File: config.mk
export PLATFORM = sky130hd
export DESIGN_NAME = edge_gen_flat
export DESIGN_NICKNAME = d
export VERILOG_FILES = /design/src/rtl/edge_gen_if.sv /design/src/rtl/edge_gen.sv /design/src/flat_wrapper.sv
export SDC_FILE = /design/constraint.sdc
export NUM_CORES = 1
export LEC_CHECK = 0
export CORE_MARGIN = 2
export CORE_UTILIZATION = 55
export CTS_CLUSTER_SIZE = 30
export DETAILED_ROUTE_END_ITERATION = 10
export GPL_ROUTABILITY_DRIVEN = 0
export PLACE_DENSITY_LB_ADDON = 0.2
export SLEW_MARGIN = 20
export SYNTH_ARGS = -nofsm -noshare
export SYNTH_HDL_FRONTEND = slang
export SYNTH_SLANG_ARGS = --single-unit
File: constraint.sdc
create_clock -name clk -period 6 [get_ports clk]
set_clock_uncertainty 0.15 [all_clocks]
set_input_delay 0.6 -clock clk [delete_from_list [all_inputs] [get_ports clk]]
set_output_delay 0.6 -clock clk [all_outputs]
set_load 0.005 [all_outputs]
File: src/rtl/edge_gen_if.sv
// Request/response bundle for the edge generator: edge requests in, waveform and strobes out.
interface edge_gen_if #(
  parameter int CNT_W = 8
);
  logic             req_valid;
  logic             req_ready;
  logic [1:0]       req_op;
  logic [CNT_W-1:0] min_hold;
  logic [CNT_W-1:0] pulse_len;
  logic             dout;
  logic             edge_p;
  logic             edge_rise;
  logic             redundant;
  logic             busy;

  // Requester side: issues edge requests, observes the generated waveform.
  modport master (
    output req_valid, req_op, min_hold, pulse_len,
    input  req_ready, dout, edge_p, edge_rise, redundant, busy
  );

  // Generator side.
  modport slave (
    input  req_valid, req_op, min_hold, pulse_len,
    output req_ready, dout, edge_p, edge_rise, redundant, busy
  );
endinterface

File: src/rtl/edge_gen.sv
// Edge generator: turns accepted edge requests into a registered single-bit waveform and
// keeps dout stable for min_hold+1 cycles after every edge so downstream sampling never
// merges two edges.
module edge_gen #(
  parameter int   CNT_W      = 8,
  parameter logic INIT_LEVEL = 1'b0
) (
  input logic     clk,
  input logic     srst_n,
  edge_gen_if.slave bus
);

  typedef enum logic [1:0] {
    S_IDLE  = 2'd0,
    S_PULSE = 2'd1,
    S_HOLD  = 2'd2
  } state_e;

  localparam logic [1:0]       OP_RISE   = 2'b00;
  localparam logic [1:0]       OP_FALL   = 2'b01;
  localparam logic [1:0]       OP_TOGGLE = 2'b10;
  localparam logic [1:0]       OP_PULSE  = 2'b11;
  localparam logic [CNT_W-1:0] CNT_ZERO  = '0;
  localparam logic [CNT_W-1:0] CNT_ONE   = {{(CNT_W-1){1'b0}}, 1'b1};

  state_e           state_q, state_d;
  logic             dout_q, dout_d;
  logic             edge_p_q, edge_p_d;
  logic             edge_rise_q, edge_rise_d;
  logic             redundant_q, redundant_d;
  logic [CNT_W-1:0] hcnt_q, hcnt_d;
  logic [CNT_W-1:0] pcnt_q, pcnt_d;
  logic [CNT_W-1:0] hold_q, hold_d;
  logic             accept_s;
  logic             target_s;

  // Ready only when idle and out of reset; accept is the handshake.
  always_comb begin
    bus.req_ready = (state_q == S_IDLE) && srst_n;
    accept_s      = bus.req_valid && bus.req_ready;
  end

  // Next-state and next-output decode; every register keeps its value unless changed below.
  always_comb begin
    state_d     = state_q;
    dout_d      = dout_q;
    edge_p_d    = 1'b0;
    edge_rise_d = edge_rise_q;
    redundant_d = 1'b0;
    hcnt_d      = hcnt_q;
    pcnt_d      = pcnt_q;
    hold_d      = hold_q;
    target_s    = 1'b0;
    case (state_q)
      S_IDLE: begin
        if (accept_s) begin
          case (bus.req_op)
            OP_RISE, OP_FALL: begin
              target_s = (bus.req_op == OP_RISE);
              if (target_s != dout_q) begin
                dout_d      = target_s;
                edge_p_d    = 1'b1;
                edge_rise_d = target_s;
                hcnt_d      = bus.min_hold;
                state_d     = (bus.min_hold != CNT_ZERO) ? S_HOLD : S_IDLE;
              end else begin
                // Level already matches: report it, produce no edge and no hold.
                redundant_d = 1'b1;
              end
            end
            OP_TOGGLE: begin
              dout_d      = ~dout_q;
              edge_p_d    = 1'b1;
              edge_rise_d = ~dout_q;
              hcnt_d      = bus.min_hold;
              state_d     = (bus.min_hold != CNT_ZERO) ? S_HOLD : S_IDLE;
            end
            OP_PULSE: begin
              dout_d      = ~dout_q;
              edge_p_d    = 1'b1;
              edge_rise_d = ~dout_q;
              pcnt_d      = (bus.pulse_len == CNT_ZERO) ? CNT_ONE : bus.pulse_len;
              hold_d      = bus.min_hold;
              state_d     = S_PULSE;
            end
            default: begin
              state_d = S_IDLE;
            end
          endcase
        end else begin
          state_d = S_IDLE;
        end
      end
      S_PULSE: begin
        if (pcnt_q == CNT_ONE) begin
          // Return edge; the hold captured at accept applies from here.
          dout_d      = ~dout_q;
          edge_p_d    = 1'b1;
          edge_rise_d = ~dout_q;
          hcnt_d      = hold_q;
          state_d     = (hold_q != CNT_ZERO) ? S_HOLD : S_IDLE;
        end else begin
          pcnt_d = pcnt_q - CNT_ONE;
        end
      end
      S_HOLD: begin
        if (hcnt_q == CNT_ONE) begin
          state_d = S_IDLE;
        end else begin
          hcnt_d = hcnt_q - CNT_ONE;
        end
      end
      default: begin
        state_d = S_IDLE;
      end
    endcase
  end

  // State and output registers; reset aborts any pulse or hold in flight.
  always_ff @(posedge clk or negedge srst_n) begin
    if (!srst_n) begin
      state_q     <= S_IDLE;
      dout_q      <= INIT_LEVEL;
      edge_p_q    <= 1'b0;
      edge_rise_q <= 1'b0;
      redundant_q <= 1'b0;
      hcnt_q      <= CNT_ZERO;
      pcnt_q      <= CNT_ZERO;
      hold_q      <= CNT_ZERO;
    end else begin
      state_q     <= state_d;
      dout_q      <= dout_d;
      edge_p_q    <= edge_p_d;
      edge_rise_q <= edge_rise_d;
      redundant_q <= redundant_d;
      hcnt_q      <= hcnt_d;
      pcnt_q      <= pcnt_d;
      hold_q      <= hold_d;
    end
  end

  // Drive the bus outputs straight from registers.
  always_comb begin
    bus.dout      = dout_q;
    bus.edge_p    = edge_p_q;
    bus.edge_rise = edge_rise_q;
    bus.redundant = redundant_q;
    bus.busy      = (state_q != S_IDLE);
  end

endmodule

File: src/flat_wrapper.sv
// flat-port wrapper written by rule: the top's interface ports become plain ports
module edge_gen_flat 
#(
  parameter int   CNT_W      = 8,
  parameter logic INIT_LEVEL = 1'b0
)
  (clk, srst_n, bus_req_valid, bus_req_op, bus_min_hold, bus_pulse_len, bus_req_ready, bus_dout, bus_edge_p, bus_edge_rise, bus_redundant, bus_busy);
  edge_gen_if #(.CNT_W(CNT_W)) bus_i ();
  input logic clk;
  input logic srst_n;
  input wire logic [$bits(bus_i.req_valid)-1:0] bus_req_valid;
  input wire logic [$bits(bus_i.req_op)-1:0] bus_req_op;
  input wire logic [$bits(bus_i.min_hold)-1:0] bus_min_hold;
  input wire logic [$bits(bus_i.pulse_len)-1:0] bus_pulse_len;
  output wire logic [$bits(bus_i.req_ready)-1:0] bus_req_ready;
  output wire logic [$bits(bus_i.dout)-1:0] bus_dout;
  output wire logic [$bits(bus_i.edge_p)-1:0] bus_edge_p;
  output wire logic [$bits(bus_i.edge_rise)-1:0] bus_edge_rise;
  output wire logic [$bits(bus_i.redundant)-1:0] bus_redundant;
  output wire logic [$bits(bus_i.busy)-1:0] bus_busy;
  assign bus_i.req_valid = bus_req_valid;
  assign bus_i.req_op = bus_req_op;
  assign bus_i.min_hold = bus_min_hold;
  assign bus_i.pulse_len = bus_pulse_len;
  assign bus_req_ready = bus_i.req_ready;
  assign bus_dout = bus_i.dout;
  assign bus_edge_p = bus_i.edge_p;
  assign bus_edge_rise = bus_i.edge_rise;
  assign bus_redundant = bus_i.redundant;
  assign bus_busy = bus_i.busy;
  edge_gen #(.CNT_W(CNT_W), .INIT_LEVEL(INIT_LEVEL)) u_core (.clk(clk), .srst_n(srst_n), .bus(bus_i));
endmodule
==> impl_metrics.json, run 1 <==
{
  "met3_length_um": 281,
  "start_util": 0.5665,
  "slew_viol_final": 0,
  "cts-root-buf": "clkbuf_4",
  "avgSynthCellArea_um2": 9.331,
  "worst_pin_slew_ns": 0.6891,
  "path_cells": "clkdlybuf4s50_1 > buf_4 > and2_1 > clkdlybuf4s50_1",
  "synth-edff-count": 0,
  "cts.sinks": 29,
  "insertion_delay_ns": 0.33,
  "endpoint": "bus_req_ready",
  "worstSetupPathType": "in -> out",
  "r2r_end": "u_core.hcnt_q[0]",
  "critPathSlowestCell": "clkdlybuf4s50_1",
  "io_pins": 27,
  "grt_use_total": 0.2490,
  "cts_tree": "yes",
  "fin_cells": 275,
  "overflow": 0,
  "num_rows": 21,
  "hold_viol_final": 0,
  "drt_pass1_iterations": 4,
  "dp_hpwl_um": 3386,
  "crit_top_cell": "clkdlybuf4s50_1",
  "vias_per_cell": 6.051,
  "reg2reg_slack_ns": 3.22,
  "start_kind": "primary input",
  "hold_depth": 2,
  "end_kind": "output port",
  "postPlaceCellArea_um2": 2163,
  "post_cts_resized": 0,
  "fin_nets": 257,
  "utilization": 0.6701,
  "postCtsSetupBuffers": 0,
  "synthCells": 201,
  "drc": 0,
  "synthFlopType": "dfrtp_1",
  "finalSetupViolations": 0,
  "die_w_um": 62.40,
  "reg2reg_from": "u_core.state_q[1]",
  "drv_cap": 0,
  "dieHeight_um": 62.40,
  "synthesis.nets": 230,
  "die_area_um2": 3893,
  "n_antenna_cell": 0,
  "fp.coreArea_um2": 3311,
  "maxSlewHeadroom": 0.5406,
  "max_freq_ghz": 0.3438,
  "cp_max_fo": 32,
  "n_fill_cell": 286,
  "antenna_found_initial": 0,
  "syn_area_um2": 1876,
  "min_period_over_period": 0.4848,
  "setup_tns_ns": 0,
  "synth-seq-cells": 29,
  "portBuffers": 26,
  "async_reset_ff_frac": 1.000,
  "syn_to_final_growth_pct": 18.28,
  "vias": 1664,
  "regArea_um2": 725.7,
  "finalWirelength_um": 4400,
  "dr_wl_met2_um": 2011,
  "wl_met1_um": 2051,
  "grt_pass1_wl_um": 7659,
  "hold_class": "reg -> reg",
  "leakage_nw": 0.8905,
  "wl_per_cell_um": 16.00,
  "required_ns": 5.25,
  "synthDistinctLibCells": 49,
  "place_inst": 267,
  "clk_pin_slew_worst_paths_ns": 0.09,
  "worstPathArrival_ns": 2.16,
  "cellPowerDensity_nw_per_um2": 454.7,
  "cts_buffers": 5,
  "ctsHoldBuffers": 0,
  "status": "finished, final reports clean",
  "grt_max_degree": 33,
  "drive_gt1_frac": 0.1266,
  "top_layer_used": "met4",
  "min_period_ns": 2.909,
  "vdd_drop_max_mv": 0.2518,
  "synth_seq_area_share": 0.3869,
  "yosysWarnings": 0,
  "htree_levels": 2,
  "clockBufferDepth": 2,
  "slowest_delay_ns": 0.51,
  "final_antenna_net_count": 0,
  "multiInputGateArea_um2": 1067,
  "rsz0062_at_grt": "no",
  "final_area_um2": 2218,
  "grt_pass1_vias": 1660,
  "hold-worst-slack_ns": 0.4071,
  "reg2reg_depth": 7,
  "critPathLaunch": "srst_n",
  "drt_iter0_markers": 137
}
## critical path, delay by kind of cell
| family | cells | cell delay [ns] |
|---|---|---|
| buf+inv | 3 | 1.32 |
| simple gates | 1 | 0.23 |
## power breakdown
part	leakage (nW)	internal [W]	switching, W
sequential	0.344	0.000285	0.000107
combinational	0.516	0.000244	0.000255
clock	0.0310	0.0000441	0.0000741
total	0.891	0.000572	0.000436
## area by class of cell
| cell class | count | share of cell area |
|---|---|---|
| flip-flops and latches | 29 | 0.3271 |
| inverters | 12 | 0.02030 |
| repair buffers | 27 | 0.1207 |
| clock inverters | 3 | 0.007896 |
| multi-input cells | 153 | 0.4811 |
| clock buffers | 5 | 0.01692 |
| well taps | 46 | 0.02594 |
## Yosys cell counts, types with 5 or more instances
master | instances | share of area
nor2_1 | 19 | 0.038
ha_1 | 8 | 0.053
mux2_2 | 10 | 0.060
a21oi_1 | 13 | 0.035
clkbuf_1 | 5 | 0.010
nand2_1 | 14 | 0.028
inv_1 | 12 | 0.024
mux2_4 | 5 | 0.040
dfrtp_1 | 29 | 0.39
nor4_1 | 8 | 0.027
o21ai_0 | 12 | 0.032
## kinds of logic (layout without fill, tap and decap cells)
| group | after synthesis | after routing | synth area share |
|---|---|---|---|
| AO/OA/AOI/OAI | 60 | 60 | 0.2148 |
| XOR/XNOR | 3 | 3 | 0.01401 |
| adder cells (fa/ha/maj) | 8 | 8 | 0.05337 |
| buffers and inverters | 19 | 47 | 0.04403 |
| flip-flops | 29 | 29 | 0.3869 |
| multiplexers | 16 | 16 | 0.1054 |
| AND/OR/NAND/NOR | 66 | 66 | 0.1815 |
## layer usage
metal | vias to the layer above | global-route usage
li1 | 811 | -
met3 | 6 | 0.06126
met5 | - | 0
met2 | 62 | 0.3818
met4 | 0 | 0.08333
met1 | 785 | 0.3488
## registers in the layout (all words and copies together) (netlist names)
signal / count
u_core.hold_q: 8
u_core.bus.dout: 1
u_core.pcnt_q: 8
u_core.hcnt_q: 8
u_core.state_q: 2
u_core.bus.edge_p: 1
u_core.bus.redundant: 1
## cells in the final DEF (no fill, tap or decap), types with 2 or more instances in the layout
master and instances:
nor4_1 8, a31o_2 2, a21o_1 2, clkinv_2 2
mux2_2 10, or4_1 2, xnor2_1 2, or3_1 4
o31ai_1 3, ha_1 8, o22ai_1 2, nor2_1 19
clkdlybuf4s50_1 26, dfrtp_1 29, clkbuf_4 5, a31oi_1 2
inv_1 12, a41oi_1 3, mux2_4 5, a22oi_1 4
nor3_1 4, nand4_1 2, o211ai_1 3, nand3_1 3
o21ai_0 12, o21a_1 3, nand2_1 14, o32ai_1 3
a21oi_1 13
## through the flow
stage               worst slack [ns]  total power (W)
CTS                            3.063         0.001004
global placement               3.090        0.0008572
finish                         3.091         0.001009
floorplan                      3.917        0.0007425
global route                   2.949         0.001094
detailed placement             3.073        0.0008846
## how the worst min path moves through the flow
stage	slack [ns]	endpoint	start
5_1_grt	0.43	u_core.state_q[1]	u_core.state_q[1]
3_5_place_dp	0.38	u_core.hold_q[6]	u_core.hold_q[6]
4_1_cts	0.40	u_core.hold_q[6]	u_core.hold_q[6]
6_report	0.41	u_core.state_q[1]	u_core.state_q[1]
2_1_floorplan	0.15	u_core.bus.dout	srst_n
3_3_place_gp	0.37	u_core.state_q[1]	u_core.state_q[1]
(Power assumes the default switching activity.)
==> run 2: changes to the inputs <==
--- a/config.mk
+++ b/config.mk
@@ -6,7 +6,7 @@
 export NUM_CORES = 1
 export LEC_CHECK = 0
 export CORE_MARGIN = 2
-export CORE_UTILIZATION = 55
+export CORE_UTILIZATION = 54
 export CTS_CLUSTER_SIZE = 30
 export DETAILED_ROUTE_END_ITERATION = 10
 export GPL_ROUTABILITY_DRIVEN = 0
==> constraint.sdc (replaced) <==
create_clock -name clk -period 2.75 [get_ports clk]
set_clock_uncertainty 0.15 [all_clocks]
set_input_delay 0.275 -clock clk [delete_from_list [all_inputs] [get_ports clk]]
set_output_delay 0.275 -clock clk [all_outputs]
set_load 0.005 [all_outputs]
==> run 2 against run 1 <==
  * Die area up 1.7%
  * Count of clock-buffer cells in the layout up 2
  * Design area up 1.4%
  * Critical path depth up 3
  * Clock power up 150%
  * Sequential cell count unchanged
  * First-iteration DRC count up 61%
==> impl_metrics.json, run 2 (synthesis gave the netlist of run 1 again) <==
{
  "status": "finished, final reports clean",
  "total_power_w": 0.002240,
  "layout_commonest_cell": "dfrtp_1",
  "overflow": 0,
  "vias": 1699,
  "end_kind": "register",
  "dieHeight_um": 62.94,
  "required_ns": 2.81,
  "ctsHoldBuffers": 0,
  "reg2reg_slack_ns": 0.26,
  "leakage_nw": 0.9110,
  "fin_nets": 259,
  "grt_use_total": 0.2535,
  "multiInputGateArea_um2": 1067,
  "slew_viol_final": 0,
  "largestRegisters": "u_core.hcnt_q x8, u_core.hold_q x8, u_core.pcnt_q x8",
  "cp_max_fo": 8,
  "final_antenna_net_count": 0,
  "dp_hpwl_um": 3494,
  "drv_cap": 0,
  "htree_levels": 2,
  "postCtsSetupBuffers": 0,
  "worstPathArrival_ns": 2.56,
  "vias_per_cell": 6.134,
  "hold_viol_final": 0,
  "vdd_drop_max_mv": 0.5235,
  "setup_tns_ns": 0,
  "drc": 0,
  "wl_per_cell_um": 16.61,
  "drt_pass1_iterations": 4,
  "reg2reg_depth": 7,
  "final_cell_mix": "29 x dfrtp_1, 26 x clkdlybuf4s50_1, 19 x nor2_1",
  "rsz0062_at_grt": "no",
  "max_freq_ghz": 0.4010,
  "drive_gt1_frac": 0.1342,
  "io_pins": 27,
  "n_fill_cell": 299,
  "reg2reg_from": "u_core.state_q[0]",
  "die_w_um": 62.94,
  "num_rows": 21,
  "r2r_end": "u_core.hcnt_q[2]",
  "clk_pin_slew_worst_paths_ns": 0.09,
  "fp.coreArea_um2": 3337,
  "clockBufferDepth": 2,
  "grt_pass1_wl_um": 7852,
  "cts_tree": "yes",
  "cts.sinks": 29,
  "drt_iter0_markers": 220,
  "start_util": 0.5621,
  "worst_pin_slew_ns": 0.5996,
  "cellPowerDensity_nw_per_um2": 996.1,
  "antenna_found_initial": 0,
  "start_kind": "register",
  "cts_buffers": 5,
  "worstSetupPathType": "reg -> reg",
  "syn_to_final_growth_pct": 19.88,
  "die_area_um2": 3961,
  "cts-root-buf": "clkbuf_4",
  "finalSetupViolations": 0,
  "post_cts_resized": 0,
  "n_antenna_cell": 0,
  "hold_class": "in -> async",
  "insertion_delay_ns": 0.33,
  "maxSlewHeadroom": 0.5972,
  "utilization": 0.6738,
  "finalWirelength_um": 4600,
  "grt_max_degree": 21,
  "regArea_um2": 725.7,
  "min_period_ns": 2.494,
  "grt_pass1_vias": 1682,
  "min_period_over_period": 0.9069,
  "portBuffers": 26
}
run 2: cell types whose count changed in the layout (fill, tap and decap cells not counted):
cell | before | now
buf_4 | 1 | 3
clkbuf_8 | 0 | 2
clkinv_2 | 2 | 1
clkinvlp_4 | 1 | 0
run 2: worst max-delay path: stages, from the launching register on:
cell and delay [ns]:
dfrtp_1 0.44, inv_1 0.11, ha_1 0.32, inv_1 0.14
or3_1 0.45, nand2_1 0.09, or3_1 0.34, mux2_4 0.33
run 2: per-stage QoR:
stage	setup WS, ns	instance area (um^2)	hold WS [ns]	std cells
2_1_floorplan	0.6670	1876	-0.1706	201
3_3_place_gp	0.3630	2178	0.3694	269
3_5_place_dp	0.2552	2178	0.3752	269
4_1_cts	0.2752	2248	0.2340	277
5_1_grt	0.1584	2248	0.2552	277
6_report	0.2560	2248	0.2544	277
run 2: how the worst max path moves through the flow:
stage | startpoint | endpoint | slack, ns | cells after the start
floorplan | u_core.state_q[0] | u_core.state_q[0] | 0.67 | 6
global placement | bus_req_op[0] | u_core.hcnt_q[0] | 0.36 | 6
detailed placement | srst_n | u_core.hold_q[0] | 0.26 | 6
CTS | u_core.state_q[0] | u_core.hcnt_q[2] | 0.28 | 7
global route | u_core.state_q[0] | u_core.hcnt_q[1] | 0.16 | 7
finish | u_core.state_q[0] | u_core.hcnt_q[2] | 0.26 | 7
run 2: metal layers:
metal | vias to the layer above | GRT usage | share of wire
met3 | 4 | 0.05045 | 0.059
met2 | 58 | 0.4096 | 0.47
li1 | 816 | - | -
met1 | 821 | 0.3426 | 0.46
met5 | - | 0 | 0
met4 | 0 | 0.07778 | 0.0065
run 2: area by class of cell:
cell class,count,area share
clock inverter,1,0.002226
clock buffer,7,0.02894
multi-input combinational,153,0.4747
tap,46,0.02560
sequential,29,0.3228
inverter,12,0.02003
timing repair buffer,29,0.1258
run 2: power breakdown:
| group | switching (W) | internal (W) | leakage, nW |
|---|---|---|---|
| clock network | 0.000143 | 0.000148 | 0.0413 |
| registers | 0.000230 | 0.000622 | 0.344 |
| logic | 0.000562 | 0.000535 | 0.526 |
| total | 0.000935 | 0.00130 | 0.911 |
==> run 3: changes to the inputs <==
--- a/config.mk
+++ b/config.mk
@@ -11,6 +11,7 @@
 export DETAILED_ROUTE_END_ITERATION = 10
 export GPL_ROUTABILITY_DRIVEN = 0
 export PLACE_DENSITY_LB_ADDON = 0.2
+export SKIP_LAST_GASP = 1
 export SLEW_MARGIN = 20
 export SYNTH_ARGS = -nofsm -noshare
 export SYNTH_HDL_FRONTEND = slang
==> results of run 3 <==
Same layout as run 2: the final DEF is identical, and so are final timing and power.
==> RTL edit 1, RTL diff (config.mk and constraints of run 3) <==
`CNT_W` is set to 8 in 3 places; all go to 10.
--- a/src/rtl/edge_gen_if.sv
+++ b/src/rtl/edge_gen_if.sv
@@ -1,5 +1,5 @@
 // Request/response bundle for the edge generator: edge requests in, waveform and strobes out.
 interface edge_gen_if #(
-  parameter int CNT_W = 8
+  parameter int CNT_W = 10
 );
   logic             req_valid;
--- a/src/rtl/edge_gen.sv
+++ b/src/rtl/edge_gen.sv
@@ -3,5 +3,5 @@
 // merges two edges.
 module edge_gen #(
-  parameter int   CNT_W      = 8,
+  parameter int   CNT_W      = 10,
   parameter logic INIT_LEVEL = 1'b0
 ) (
--- a/src/flat_wrapper.sv
+++ b/src/flat_wrapper.sv
@@ -2,5 +2,5 @@
 module edge_gen_flat 
 #(
-  parameter int   CNT_W      = 8,
+  parameter int   CNT_W      = 10,
   parameter logic INIT_LEVEL = 1'b0
 )
Interface: changed (resized bus_min_hold and bus_pulse_len); port bits go from 27 to 31. The function was not compared with the original's and may differ.
==> RTL edit 1 against run 3 <==
Synthesized area rose by 18%; first-iteration DRC count shrank 44%; core utilization is 0.27 points lower; setup slack gained 200 ps; sequential cell count increased by 6; total power grew 14%; design area rose by 19%; largest power group unchanged; global-route usage down 0.25 points; critical path depth fell by 2; routed wire length grew 11%; via count grew 19%.
==> RTL edit 1: results (changes against run 3) <==
- Power per cell area: 957.1 nW/um^2 (was 996.1 nW/um^2)
- #MultiIn Comb: 187 (was 153)
- Crit path max-delay cell type: dlygate4sd3_1 (was or3_1)
- Nonclk buf count: 38 (was 29)
- R2r startpoint: u_core.hcnt_q[0] (was u_core.state_q[0])
- Met2 GRT Util: 41.14% (was 40.96%)
- Grt met3 use: 6.086% (was 5.045%)
- Syn Area/Cell: 9.167 sq um (was 9.331 sq um)
- Crit-path max FO: 18 (was 8)
- CTS root buf: clkbuf_8 (was clkbuf_4)
- First-pass GRT wire length: 8625 microns (was 7852 microns)
- FF-to-FF setup slack: 500 ps (was 260 ps)
- CP peak stage delay: 520 ps (was 450 ps)
- Sequential area share after synthesis: 39.48% (was 38.69%)
- Met1 Usage GRT: 32.32% (was 34.26%)
- Clock slew at reported path FFs: 70 ps (was 90 ps)
- Inverters, non-clock: 11 (was 12)
- Rel. slew slack: 60.41% (was 59.72%)
- Placed insts: 320 (was 269)
- Layout Cells excl Fill: 329 (was 277)
- Post-DP HPWL: 3678 microns (was 3494 microns)
- Row cnt: 23 (was 21)
- Yosys cell types: 48 (was 49)
- Synth Area in Compound Gates: 17.99% (was 21.48%)
- Dpl ws: 366.3 ps (was 255.2 ps)
- Sw frac: 39.82% (was 41.77%)
- Syn Nets: 275 (was 230)
- Vias in the first global route: 1,847 (was 1,682)
- Placed Area: 2574 sq um (was 2178 sq um)
- Worst vdd ir: 0.5787 mV (was 0.5235 mV)
- DR WL/cell: 15.56 microns (was 16.61 microns)
- Sequential cell count: 35 (was 29)
- Worst Setup SP: srst_n (was u_core.state_q[0])
- Worst EP arrival: 1860 ps (was 2560 ps)
- Pleak: 0.001085 uW (was 0.0009110 uW)
- WL met1: 2296 microns (was 2137 microns)
- Synth Area in XOR/XNOR: 2.369% (was 1.401%)
- Worst r2r dst: u_core.hcnt_q[8] (was u_core.hcnt_q[2])
- Multi-input combinational area share: 46.76% (was 47.47%)
- Outcome: completed (unchanged)
- Total global-route track usage: 25.10% (was 25.35%)
- Flop pwr share: 41.0% (was 38.0%)
- Largest net degree at the start of global routing: 24 (was 21)
- Largest regs: u_core.hcnt_q: 10 flops, u_core.hold_q: 10 flops, u_core.pcnt_q: 10 flops (was u_core.hcnt_q: 8 flops, u_core.hold_q: 8 flops, u_core.pcnt_q: 8 flops)
- Initial DRC Count: 123 (was 220)
- Seq pwr: 1050 uW (was 852 uW)
- Worst-Skew Late Latency: 290 ps (was 330 ps)
[RTL edit 1: changes by cell type in the layout (fill, tap and decap cells not counted), moves of 5 or more]
cell | run 3 | this run
clkbuf_4 | 5 | 0
dfrtp_1 | 29 | 35
mux2_2 | 10 | 17
nand3_1 | 3 | 11
o22ai_1 | 2 | 8
[RTL edit 1: how the worst min path moves through the flow]
stage | start | endpoint | slack (ps) | depth (start not counted)
2_1_floorplan | srst_n | u_core.bus.dout | -170 | 0
3_3_place_gp | srst_n | u_core.bus.redundant | 130 | 2
3_5_place_dp | srst_n | u_core.bus.dout | 130 | 2
4_1_cts | srst_n | u_core.bus.dout | 360 | 3
5_1_grt | srst_n | u_core.bus.redundant | 400 | 3
6_report | srst_n | u_core.bus.dout | 360 | 3
[RTL edit 1: worst max-delay path: cells and delay by family]
family | cells | cell delay (ps)
and+or+nand+nor | 1 | 180
buffers and inverters | 4 | 1400
==> RTL edit 2, RTL diff (flow settings as in run 3) <==
Without the edit above. Re-encode `state_e` (3 states) as one-hot, 3 bits wide.
--- a/src/rtl/edge_gen.sv
+++ b/src/rtl/edge_gen.sv
@@ -11,8 +11,8 @@
 );
 
-  typedef enum logic [1:0] {
-    S_IDLE  = 2'd0,
-    S_PULSE = 2'd1,
-    S_HOLD  = 2'd2
+  typedef enum logic [2:0] {
+    S_IDLE  = 3'b001,
+    S_PULSE = 3'b010,
+    S_HOLD  = 3'b100
   } state_e;
 
Function: no difference found for any inputs over 10 cycles, from zero or initial values and one cycle with srst_n low; not proved beyond that.
==> RTL edit 2 against run 3 <==
Die area increased by 4.7%; sequential cell count increased by 1; critical path depth is 4 lower; first-iteration DRC count shrank 9.5%; synthesized area grew 5.0%; non-clock buffer count is 4 higher; setup slack better by 99 ps; sequential share of layout area is essentially flat; routed wire length grew 0.30%; design area increased by 3.7%; largest cell class unchanged.
Power is not compared: it rests on default switching activity, and its combinational part moved more than twofold at a synthesized area within 25%.
==> RTL edit 2: results (changes against run 3) <==
- CTS resizes: 0 (unchanged)
- Syn Nets: 250 (was 230)
- Ant diodes: 0 (unchanged)
- Post-DP HPWL: 3424 microns (was 3494 microns)
- Outcome: completed (unchanged)
- Worst Setup SP: u_core.state_q[0] (unchanged)
- Initial DRC Count: 199 (was 220)
- Worst hold path class: in -> async (unchanged)
- Fill cells: 293 (was 299)
- Commonest register cell after synthesis: dfrtp_1 (unchanged)
- Yosys warns: 0 (unchanged)
- Ys async rst share: 100.0% (unchanged)
- Vias in the first global route: 1,776 (was 1,682)
- CTS root buf: clkbuf_4 (unchanged)
- Yosys cell types: 55 (was 49)
- CTS max path bufs: 2 (unchanged)
- Largest cells by area after synthesis: dfrtp_1 37%, o21ai_0 4.6%, mux2_2 4.6% (was dfrtp_1 39%, mux2_2 6.0%, ha_1 5.3%)
- Drt pass-1 iters: 4 (unchanged)
- Setup Buffers After CTS: 0 (unchanged)
- Largest regs: u_core.hcnt_q: 8 flops, u_core.hold_q: 8 flops, u_core.pcnt_q: 8 flops (unchanged)
- Largest net degree at the start of global routing: 20 (was 21)
- Worst-Skew Late Latency: 330 ps (about the same)
- FF-to-FF setup slack: 400 ps (was 260 ps)
- Placed Area: 2271 sq um (was 2178 sq um)
- Routed wl met2: 2206 microns (was 2161 microns)
- Rel. slew slack: 57.58% (was 59.72%)
- Port bufs: 26 (unchanged)
- Initial antenna violation count: 0 (unchanged)
- Total global-route track usage: 26.05% (was 25.35%)
- First-pass GRT wire length: 8438 microns (was 7852 microns)
- Crit-path max FO: 14 (was 8)
- Share of cells above drive strength 1: 13.78% (was 13.42%)
- Worst vdd ir: 0.2770 mV
- Top cells by count, synth: 29 x dfrtp_1, 22 x nor2_1, 18 x o21ai_0 (was 29 x dfrtp_1, 19 x nor2_1, 14 x nand2_1)
- Final net count: 278 (was 259)
- WL met1: 2112 microns (was 2137 microns)
- Sequential area share after synthesis: 38.18% (was 38.69%)
- Clock slew at reported path FFs: 100 ps
- Top layer in use: met4 (unchanged)
- DR vias/cell: 6.083 (was 6.134)
- Pleak: 0.0009925 uW
- # H-tree levels: 2 (unchanged)
- Wire length on met3: 269 microns (was 270 microns)
- Worst EP arrival: 1970 ps (was 2560 ps)
- Post-Route WL: 4614 microns (was 4600 microns)
RTL edit 2: cell type report:
type	count	area (sq um)	share of cell area [%]
Multi-Input combinational cell	173	1111	47.67
Sequential cell	30	752.0	32.26
Timing Repair Buffer	33	312.8	13.42
Tap cell	46	57.56	2.469
Clock buffer	7	55.05	2.362
Inverter	10	37.54	1.610
Clock inverter	1	5.005	0.2147
RTL edit 2: metrics by stage:
step           cells  util [%]  worst slack, ps  hold WS (ps)  total power (uW)
4_1_cts          300     68.24            359.0         138.7             880.7
6_report         300     68.24            354.5         146.1             874.6
5_1_grt          300     68.24            236.9         139.2             918.1
2_1_floorplan    225         -            684.9        -170.6             541.0
3_3_place_gp     292     66.48            453.3         345.5             603.5
3_5_place_dp     292     66.48            332.2         362.1             605.7
RTL edit 2: path summary, 6_finish.rpt:
check | end | cells past startpoint
min reg2reg | u_core.hcnt_q[6] | 2
max reg2reg | u_core.hold_q[2] | 5
min in group clk | u_core.hcnt_q[6] | 2
min | u_core.hcnt_q[6] | 2
max in group asynchronous | u_core.pcnt_q[0] | 3
max | bus_req_ready | 3
RTL edit 2: cell families after synthesis:
kind of cell,count (synthesis),share of synthesized area (%)
compound gates,73,24.78
xor+xnor,4,1.779
fa+ha+maj,4,2.541
buf+inv,22,5.400
flops,30,38.18
mux,9,5.146
simple gates,83,22.17
RTL edit 2: routing by layer:
layer / global-route usage, % / vias to the layer above
met5: 0 / -
met4: 7.181 / 0
met3: 4.754 / 2
met2: 42.06 / 63
met1: 35.87 / 870
li1: - / 890
RTL edit 2: report_power, final:
group / internal [uW] / switching [uW]
combinational: 64.3 / 64.3
clock: 124 / 153
sequential: 455 / 14.9
RTL edit 2: critical path, cell delays in order, from the launching register on:
cell,delay (ps)
dfstp_2,700
nor3b_2,300
and2_1,160
clkdlybuf4s50_1,490
